$ cat config.mk
export PLATFORM = sky130hd
export DESIGN_NAME = my_pipelined_rightshifter
export DESIGN_NICKNAME = d
export VERILOG_FILES = /design/src/rtl/my_pipelined_rightshifter.sv
export SDC_FILE = /design/constraint.sdc
export NUM_CORES = 1
export LEC_CHECK = 0
export CORE_MARGIN = 4
export CORE_UTILIZATION = 62
export DETAILED_ROUTE_END_ITERATION = 10
export PLACE_DENSITY = 0.85
export SLEW_MARGIN = 5
export SYNTH_ARGS = -nofsm -noshare
export SYNTH_HDL_FRONTEND = slang
export SYNTH_SLANG_ARGS = --single-unit
$ cat constraint.sdc
create_clock -name clock -period 4.03 [get_ports clock]
set_input_delay 0.403 -clock clock [delete_from_list [all_inputs] [get_ports clock]]
set_output_delay 0.403 -clock clock [all_outputs]
set_load 0.03 [all_outputs]
$ cat src/rtl/my_pipelined_rightshifter.sv
// my_pipelined_rightshifter
// Five-stage pipelined 32-bit right barrel shifter supporting logical (zero
// fill) and arithmetic (sign fill) shifts. Stage S1 shifts by 16, S2 by 8,
// S3 by 4, S4 by 2 and S5 by 1, each only when its shift-amount bit is set.
// Each stage carries only the shift-amount bits still to be consumed.
// A single "advance" signal moves the whole pipeline forward together.
// Backpressure from out_ready freezes every stage at once. A flush squashes
// every in-flight operation without touching the data fields.
module my_pipelined_rightshifter #(
    parameter int DATA_WIDTH  = 32,
    parameter int SHAMT_WIDTH = 5
) (
    input  logic                   clock,
    input  logic                   reset,
    input  logic                   flush,
    input  logic                   in_valid,
    output logic                   in_ready,
    input  logic [DATA_WIDTH-1:0]  data_input,
    input  logic [SHAMT_WIDTH-1:0] shamt,
    input  logic                   arith,
    output logic                   out_valid,
    input  logic                   out_ready,
    output logic [DATA_WIDTH-1:0]  data_output
);

    // One conditional shift step. The fill bit comes from the current MSB.
    // The MSB never changes under sign fill, so it is always the original
    // operand sign bit.
    function automatic logic [DATA_WIDTH-1:0] shift_step(
        input logic [DATA_WIDTH-1:0] d,
        input logic                  en,
        input logic                  ar,
        input int unsigned           amt
    );
        logic [DATA_WIDTH-1:0] fill_mask;
        logic [DATA_WIDTH-1:0] result;
        fill_mask = ~({DATA_WIDTH{1'b1}} >> amt);
        result    = d;
        if (en) begin
            result = (d >> amt) | ((ar && d[DATA_WIDTH-1]) ? fill_mask : '0);
        end
        return result;
    endfunction

    // Stage registers: valid bit, partially shifted data, the shift-amount
    // bits still to be applied downstream, and the fill mode.
    logic                  s1_valid;
    logic [DATA_WIDTH-1:0] s1_data;
    logic [3:0]            s1_shamt;
    logic                  s1_arith;

    logic                  s2_valid;
    logic [DATA_WIDTH-1:0] s2_data;
    logic [2:0]            s2_shamt;
    logic                  s2_arith;

    logic                  s3_valid;
    logic [DATA_WIDTH-1:0] s3_data;
    logic [1:0]            s3_shamt;
    logic                  s3_arith;

    logic                  s4_valid;
    logic [DATA_WIDTH-1:0] s4_data;
    logic                  s4_shamt;
    logic                  s4_arith;

    logic                  s5_valid;
    logic [DATA_WIDTH-1:0] s5_data;

    // Combinational shift results feeding each stage register.
    logic [DATA_WIDTH-1:0] s1_next;
    logic [DATA_WIDTH-1:0] s2_next;
    logic [DATA_WIDTH-1:0] s3_next;
    logic [DATA_WIDTH-1:0] s4_next;
    logic [DATA_WIDTH-1:0] s5_next;

    logic advance;

    // The pipeline moves whenever the output slot is empty or being drained.
    // This gives the only combinational path, from out_ready to in_ready.
    always_comb begin
        advance  = !s5_valid || out_ready;
        in_ready = advance;
    end

    // Compute the per-stage shift amounts: 16, 8, 4, 2, then 1.
    always_comb begin
        s1_next = shift_step(data_input, shamt[SHAMT_WIDTH-1], arith, 16);
        s2_next = shift_step(s1_data, s1_shamt[3], s1_arith, 8);
        s3_next = shift_step(s2_data, s2_shamt[2], s2_arith, 4);
        s4_next = shift_step(s3_data, s3_shamt[1], s3_arith, 2);
        s5_next = shift_step(s4_data, s4_shamt, s4_arith, 1);
    end

    // Valid-bit pipeline.
    // Reset beats flush, and flush beats advance or hold.
    // On a flush, the input presented in that cycle is discarded.
    always_ff @(posedge clock) begin
        if (reset) begin
            s1_valid <= 1'b0;
            s2_valid <= 1'b0;
            s3_valid <= 1'b0;
            s4_valid <= 1'b0;
            s5_valid <= 1'b0;
        end else if (flush) begin
            s1_valid <= 1'b0;
            s2_valid <= 1'b0;
            s3_valid <= 1'b0;
            s4_valid <= 1'b0;
            s5_valid <= 1'b0;
        end else if (advance) begin
            s1_valid <= in_valid;
            s2_valid <= s1_valid;
            s3_valid <= s2_valid;
            s4_valid <= s3_valid;
            s5_valid <= s4_valid;
        end
    end

    // Data, shift-amount and mode pipeline.
    // These fields are not cleared by flush, because the valid bits alone
    // decide whether a stage holds anything meaningful.
    always_ff @(posedge clock) begin
        if (reset) begin
            s1_data  <= '0;
            s1_shamt <= '0;
            s1_arith <= 1'b0;
            s2_data  <= '0;
            s2_shamt <= '0;
            s2_arith <= 1'b0;
            s3_data  <= '0;
            s3_shamt <= '0;
            s3_arith <= 1'b0;
            s4_data  <= '0;
            s4_shamt <= 1'b0;
            s4_arith <= 1'b0;
            s5_data  <= '0;
        end else if (!flush && advance) begin
            s1_data  <= s1_next;
            s1_shamt <= shamt[3:0];
            s1_arith <= arith;
            s2_data  <= s2_next;
            s2_shamt <= s1_shamt[2:0];
            s2_arith <= s1_arith;
            s3_data  <= s3_next;
            s3_shamt <= s2_shamt[1:0];
            s3_arith <= s2_arith;
            s4_data  <= s4_next;
            s4_shamt <= s3_shamt[0];
            s4_arith <= s3_arith;
            s5_data  <= s5_next;
        end
    end

    // The last stage is the output register.
    always_comb begin
        out_valid   = s5_valid;
        data_output = s5_data;
    end

endmodule

==> results of run 1 <==
-- area by class of cell --
class                           count  area [um^2]
Multi-Input combinational cell    542         3920
Clock inverter                     13          150
Inverter                            7         41.3
Tap cell                          172          215
Fill cell                         922         3550
Sequential cell                   179         3580
Timing Repair Buffer               87          866
Clock buffer                       19          443
-- worst paths after layout --
| kind | endpoint | slack [ns] |
|---|---|---|
| setup / recovery | in_ready | 1.13 |
| hold / removal | s3_valid | 0.46 |
| setup reg to reg | s4_data[13] | 1.68 |
| hold reg to reg | s3_valid | 0.46 |
-- flip-flops by register name, indices dropped and copies added, names as in the netlist --
signal / count
out_valid: 1
s2_valid: 1
s3_valid: 1
s1_arith: 1
s2_shamt: 3
s1_data: 32
s1_shamt: 4
s3_data: 32
s2_arith: 1
data_output: 32
s3_arith: 1
s4_data: 32
s4_shamt: 1
s1_valid: 1
s4_arith: 1
s2_data: 32
s3_shamt: 2
s4_valid: 1
-- cell usage after synthesis, types with 3 or more instances --
master,number
a211oi_1,26
a21oi_1,178
a311oi_1,131
buf_2,59
buf_4,7
buf_6,14
clkbuf_1,27
clkbuf_4,3
dfxtp_1,179
inv_1,5
mux2i_1,129
nand2_1,34
nand3_1,14
o2111ai_1,5
o21ai_0,19
-- kinds of logic after synthesis --
group                  count (synthesis)
AO/OA/AOI/OAI                        361
multiplexers                         129
flip-flops                           179
AND/OR/NAND/NOR                       52
buffers and inverters                117
-- where the power goes --
group	leakage, nW	internal [mW]	total [mW]	switching [mW]
registers	1.48	1.88	1.96	0.0809
logic	1.17	0.205	0.452	0.247
clock network	0.291	0.942	1.64	0.697
total	2.94	3.03	4.05	1.02
-- per-layer routing --
layer	GRT usage	wire, um	up-vias
li1	-	-	3260
met1	0.312	8040	3014
met2	0.364	7990	152
met3	0.0475	640	22
met4	0.0602	221	0
met5	0	0	-
-- worst reg2reg max path, cell delays in order (launching register included) --
cell and delay [ns]:
dfxtp_1 0.33, nor2b_4 0.57, inv_8 0.39, buf_12 0.38
a21oi_1 0.45, a311oi_1 0.07
-- cell usage in the layout (no fill, tap or decap), types with 10 or more instances in the layout --
cell type | netlist | final
mux2i_1 | 129 | 129
nand3_1 | 14 | 14
a211oi_1 | 26 | 26
clkdlybuf4s50_1 | 0 | 75
dfxtp_1 | 179 | 178
clkbuf_16 | 0 | 17
o21ai_0 | 19 | 19
buf_4 | 7 | 10
a311oi_1 | 131 | 131
nand2_1 | 34 | 34
a21oi_1 | 178 | 178
==> summary.txt, run 1 <==
CTS
  • Clk_lat worst skew: 0.43 ns
  • CTS tree: done
  • Resized Gates After CTS: 0
  • Deepest clock path buffer count: 2
  • Clock sink count: 179
  • CTS root buf: clkbuf_16
  • H-tree levels: 4
  • Post-CTS Setup Bufs: 0
  • Clk pin slew, worst setup/hold paths: 0.07 ns
  • Hold buffers post-CTS: 0
  • Number of CTS-inserted buffers: 17

STA
  • PnR worst setup slack: 1.13 ns
  • Min Tclk post-route: 2.90 ns
  • Skew final: 0.00922 ns
  • Max Clk Rate: 344 MHz
  • Final number of max-transition violations: 0
  • RSZ-0062 raised after global routing: no
  • WHS: 0.458 ns
  • Setup Viol. Count Final: 0
  • Final Cycle Share: 0.721
  • Fin. Hold Viols: 0
  • Slew headroom: 0.200
  • Worst Tran Pin Value: 1.20 ns
  • Setup TNS: 0 ns

Synthesis
  • Fraction of the mapped netlist area in adder cells: 0
  • Mapped cell area: 8160 um^2
  • Synth top area share: 0.439
  • Post-synthesis simple-gate area fraction: 0.0276
  • Post-synthesis xor/xnor area fraction: 0
  • Post-synth ARST share: 0
  • Mapped Nets: 881
  • Synth Instances: 838
  • Netlist cell types: 20
  • Ys flop type: dfxtp_1
  • Compound-cell area share of the yosys netlist: 0.294
  • Yosys reg bits: 179
  • Syn. warnings: 0
  • Largest cells by area after synthesis: dfxtp_1, mux2i_1, a311oi_1
  • Sequential area share after synthesis: 0.439
  • Syn_area_per_cell: 9.73 um^2
  • Leading area contributor after synthesis: dfxtp_1
  • Post-synth EDFFs: 0
  • Post-synthesis mux area share: 0.158
  • Main combinational cell family by area after synthesis: compound AO/OA/AOI/OAI gates

Place
  • Routability cong.: 0.820
  • Post-Place Setup Slack: 1.15 ns
  • DP Cell Count: 987
  • Hpwl dp: 10.5 mm
  • Area post-placement: 8630 um^2
  • Port-buffer cells: 76

Drt
  • Routed length per instance: 16.6 um
  • Drt pass-1 iters: 5
  • Drt initial violations: 532
  • DR vias: 6448
  • Post-route DRC: 0
  • Vias/cell: 6.33
  • Final ANT Viol Nets: 0
  • Final wirelength: 16.9 mm

Global routing
  • Vias in the first global route: 5807
  • Largest net degree at the start of global routing: 196
  • Total GRT Usage: 0.227
  • Grt ovf: 0
  • First-pass GRT wire length: 28.2 mm
  • Initial antenna violation count: 0

Floorplan
  • Row cnt: 41
  • IO Pins: 77
  • Area of the core: 12800 um^2
  • Initial Utilization: 0.639
  • Die X: 123 um
  • Die height: 123 um
  • Die ar.: 15100 um^2

Setup path
  • Setup crit start: out_ready
  • Buf+Inv Stages, Crit Path: 3
  • Reg2Reg Depth: 5
  • Startpoint Class: input port
  • Crit end category: primary output
  • Crit-path max cell delay: 0.70 ns
  • Crit-path cells: clkdlybuf4s50_1 -> nor2b_4 -> inv_8 -> clkdlybuf4s50_1
  • CP most frequent cell: clkdlybuf4s50_1
  • Worst EP required: 3.63 ns
  • Crit. path cell count: 4
  • Top delay family on crit path: buffers and inverters
  • WS Path Type: in -> out
  • Worst path slowest cell: clkdlybuf4s50_1
  • CP Data Arrival Time: 2.50 ns
  • Critical path fanouts, max: 114
  • Reg2reg start: out_valid

Final layout
  • Fin cells: 1019
  • Nets: 877
  • Area growth syn-to-layout: 13.0%
  • Number of antenna diodes: 0
  • Design Area, Final: 9220 um^2
  • Share of cells above drive strength 1: 0.0590
  • Post-Route Utilization: 0.722

Min path
  • Hold WC Path Type: reg -> reg
  • Worst hold stages: 2
  • Worst hold path startpoint: s3_valid

Power and ir drop
  • Power per cell area: 439 nW/um^2
  • Total power draw: 4.05 mW
  • Worst VDD drop: 326 uV
  • Leak: 2.94 nW

Outcome
  • Status: completed

Run
  • MaxCap Viol Count: 0
(Power assumes the default switching activity.)
==> run 2: changes to the inputs <==
--- a/config.mk
+++ b/config.mk
@@ -6,9 +6,9 @@
 export NUM_CORES = 1
 export LEC_CHECK = 0
 export CORE_MARGIN = 4
-export CORE_UTILIZATION = 62
+export CORE_UTILIZATION = 57
 export DETAILED_ROUTE_END_ITERATION = 10
-export PLACE_DENSITY = 0.85
+export PLACE_DENSITY = 0.79
 export SLEW_MARGIN = 5
 export SYNTH_ARGS = -nofsm -noshare
 export SYNTH_HDL_FRONTEND = slang
==> constraint.sdc (replaced) <==
create_clock -name clock -period 2.98 [get_ports clock]
set_input_delay 0.298 -clock clock [delete_from_list [all_inputs] [get_ports clock]]
set_output_delay 0.298 -clock clock [all_outputs]
set_load 0.03 [all_outputs]
==> run 2 against run 1 <==
Against the previous run:
- cell count grew 1.4%
- via count down 0.93%
- register-to-register slack got worse by 0.55 ns
- power increased by 33%
- routed wire length fell by 0.34%
- first-iteration DRC count decreased by 3.9%
- cell area rose by 0.86%
- critical path depth decreased by 1
- clock skew down 0.00059 ns
- sequential power grew 35%
- sequential share of layout area down 0.33 points
==> summary.txt, run 2 (synthesis results as in run 1) <==
Floorplan
  • IO Pins: 77 (unchanged)
  • Initial Utilization: 0.585 (was 0.639)
  • Die height: 128 um (was 123 um)
  • Row cnt: 43 (was 41)
  • Area of the core: 13900 um^2 (was 12800 um^2)
  • Die ar.: 16300 um^2 (was 15100 um^2)
  • Die X: 128 um (was 123 um)

Setup path
  • Worst path slowest cell: clkdlybuf4s50_1 (unchanged)
  • Critical path fanouts, max: 25 (was 114)
  • Crit-path max cell delay: 0.70 ns (about the same)
  • WS Path Type: reg -> out (was in -> out)
  • CP Data Arrival Time: 1.74 ns (was 2.50 ns)
  • Worst EP required: 2.68 ns (was 3.63 ns)
  • Buf+Inv Stages, Crit Path: 2 (was 3)
  • Crit-path cells: nor2b_4 -> inv_8 -> clkdlybuf4s50_1 (was clkdlybuf4s50_1 -> nor2b_4 -> inv_8 -> clkdlybuf4s50_1)
  • Startpoint Class: register (was input port)
  • Crit end category: primary output (unchanged)
  • Top delay family on crit path: buffers and inverters (unchanged)

Power and ir drop
  • Worst VDD drop: 444 uV (was 326 uV)
  • Power per cell area: 579 nW/um^2 (was 439 nW/um^2)
  • Clock share of power: 0.394 (was 0.404)
  • Part of the power in registers: 0.493 (was 0.484)
  • Internal cell power: 4.06 mW (was 3.03 mW)
  • Leak: 2.97 nW (was 2.94 nW)
  • Switching power: 1.33 mW (was 1.02 mW)
  • Logic pwr share: 0.114 (was 0.112)
  • Net Sw Frac: 0.247 (was 0.253)

Run
  • MaxCap Viol Count: 0 (unchanged)

CTS
  • Hold buffers post-CTS: 0 (unchanged)
  • Post-CTS Setup Bufs: 0 (unchanged)
  • CTS root buf: clkbuf_16 (unchanged)
  • Resized Gates After CTS: 0 (unchanged)
  • Clk_lat worst skew: 0.43 ns (about the same)
  • Number of CTS-inserted buffers: 17 (unchanged)
  • CTS tree: done (unchanged)
  • Clock sink count: 179 (unchanged)
  • H-tree levels: 4 (unchanged)
  • Deepest clock path buffer count: 2 (unchanged)
  • Clk pin slew, worst setup/hold paths: 0.07 ns (about the same)

STA
  • Skew final: 0.00862 ns (was 0.00922 ns)
  • Max Clk Rate: 489 MHz
  • Setup TNS: 0 ns (unchanged)
  • Final number of max-transition violations: 0 (unchanged)
  • Min Tclk post-route: 2.04 ns
  • Fin. Hold Viols: 0 (unchanged)
  • Final Cycle Share: 0.686
  • RSZ-0062 raised after global routing: no (unchanged)
  • Slew headroom: 0.354 (was 0.200)
  • Worst Tran Pin Value: 0.969 ns (was 1.20 ns)
  • Setup Viol. Count Final: 0 (unchanged)

Final layout
  • Fin cells: 1033 (was 1019)
  • Post-Route Utilization: 0.667 (was 0.722)
  • Number of antenna diodes: 0 (unchanged)
  • Nets: 883 (was 877)
  • Share of cells above drive strength 1: 0.0645 (was 0.0590)
  • Area growth syn-to-layout: 14.0% (was 13.0%)
  • Design Area, Final: 9300 um^2 (was 9220 um^2)
  • Most frequent cells in the layout: a21oi_1, dfxtp_1, a311oi_1 (unchanged)

Drt
  • Routed length per instance: 16.3 um (was 16.6 um)
  • Vias/cell: 6.18 (was 6.33)
  • Post-route DRC: 0 (unchanged)
  • Drt pass-1 iters: 5 (unchanged)
  • Final wirelength: 16.8 mm (was 16.9 mm)
  • Final ANT Viol Nets: 0 (unchanged)
  • Drt initial violations: 511 (was 532)
  • DR vias: 6388 (was 6448)

Global routing
  • Vias in the first global route: 5778 (was 5807)
  • Largest net degree at the start of global routing: 145 (was 196)
  • First-pass GRT wire length: 28.3 mm (was 28.2 mm)
  • Grt ovf: 0 (unchanged)
  • Total GRT Usage: 0.208 (was 0.227)
  • Initial antenna violation count: 0 (unchanged)

Place
  • DP Cell Count: 1001 (was 987)
  • Area post-placement: 8730 um^2 (was 8630 um^2)
  • Port-buffer cells: 76 (unchanged)
  • Routability cong.: 0.816 (was 0.820)
  • Hpwl dp: 10.9 mm (was 10.5 mm)

Outcome
  • Status: completed (unchanged)

Min path
  • Hold WC Path Type: in -> reg (was reg -> reg)
run 2: changes by cell type in the layout (fill, tap and decap cells not counted), sizes merged:
cell,delta
inv,-5
clkinvlp,+1
bufinv,-1
buf,+6
clkinv,+1
clkbuf,+4
run 2: stage by stage:
stage                     power [mW]  hold WS [ns]  setup WS, ns
final                           5.39         0.417         0.937
after global routing            5.60         0.432         0.884
after CTS                       5.41         0.405         0.927
after detailed placement        3.32         0.450         0.725
after global placement          3.29         0.439         0.832
after floorplan                 3.11         0.431          1.46
run 2: routing by layer:
metal,up-vias,track usage,part of all wire
li1,3260,-,-
met1,2950,0.291,0.48
met2,152,0.312,0.45
met3,26,0.0564,0.048
met4,0,0.0674,0.019
met5,-,0,0
run 2: path summary, 6_finish.rpt:
check | depth (start not counted) | from | slack (ns) | end
hold reg to reg | 2 | s4_valid | 0.45 | s4_valid
setup / recovery | 3 | out_valid | 0.94 | in_ready
hold / removal | 2 | reset | 0.42 | s1_shamt[0]
setup reg to reg | 4 | out_valid | 1.13 | s1_data[21]
run 2: cell type report:
cell class	instances	area, um^2
well taps	180	225
clock buffers	23	488
fillers	1113	4640
repair buffers	93	961
multi-input cells	542	3920
flip-flops and latches	179	3580
clock inverters	9	78.8
inverters	7	41.3
run 2: power by group through the flow:
stage | logic [mW] | clock network, mW | registers [mW]
5_1_grt | 0.674 | 2.25 | 2.67
6_report | 0.612 | 2.12 | 2.65
3_3_place_gp | 0.594 | 0 | 2.70
4_1_cts | 0.615 | 2.15 | 2.65
2_1_floorplan | 0.384 | 0 | 2.72
3_5_place_dp | 0.613 | 0 | 2.70
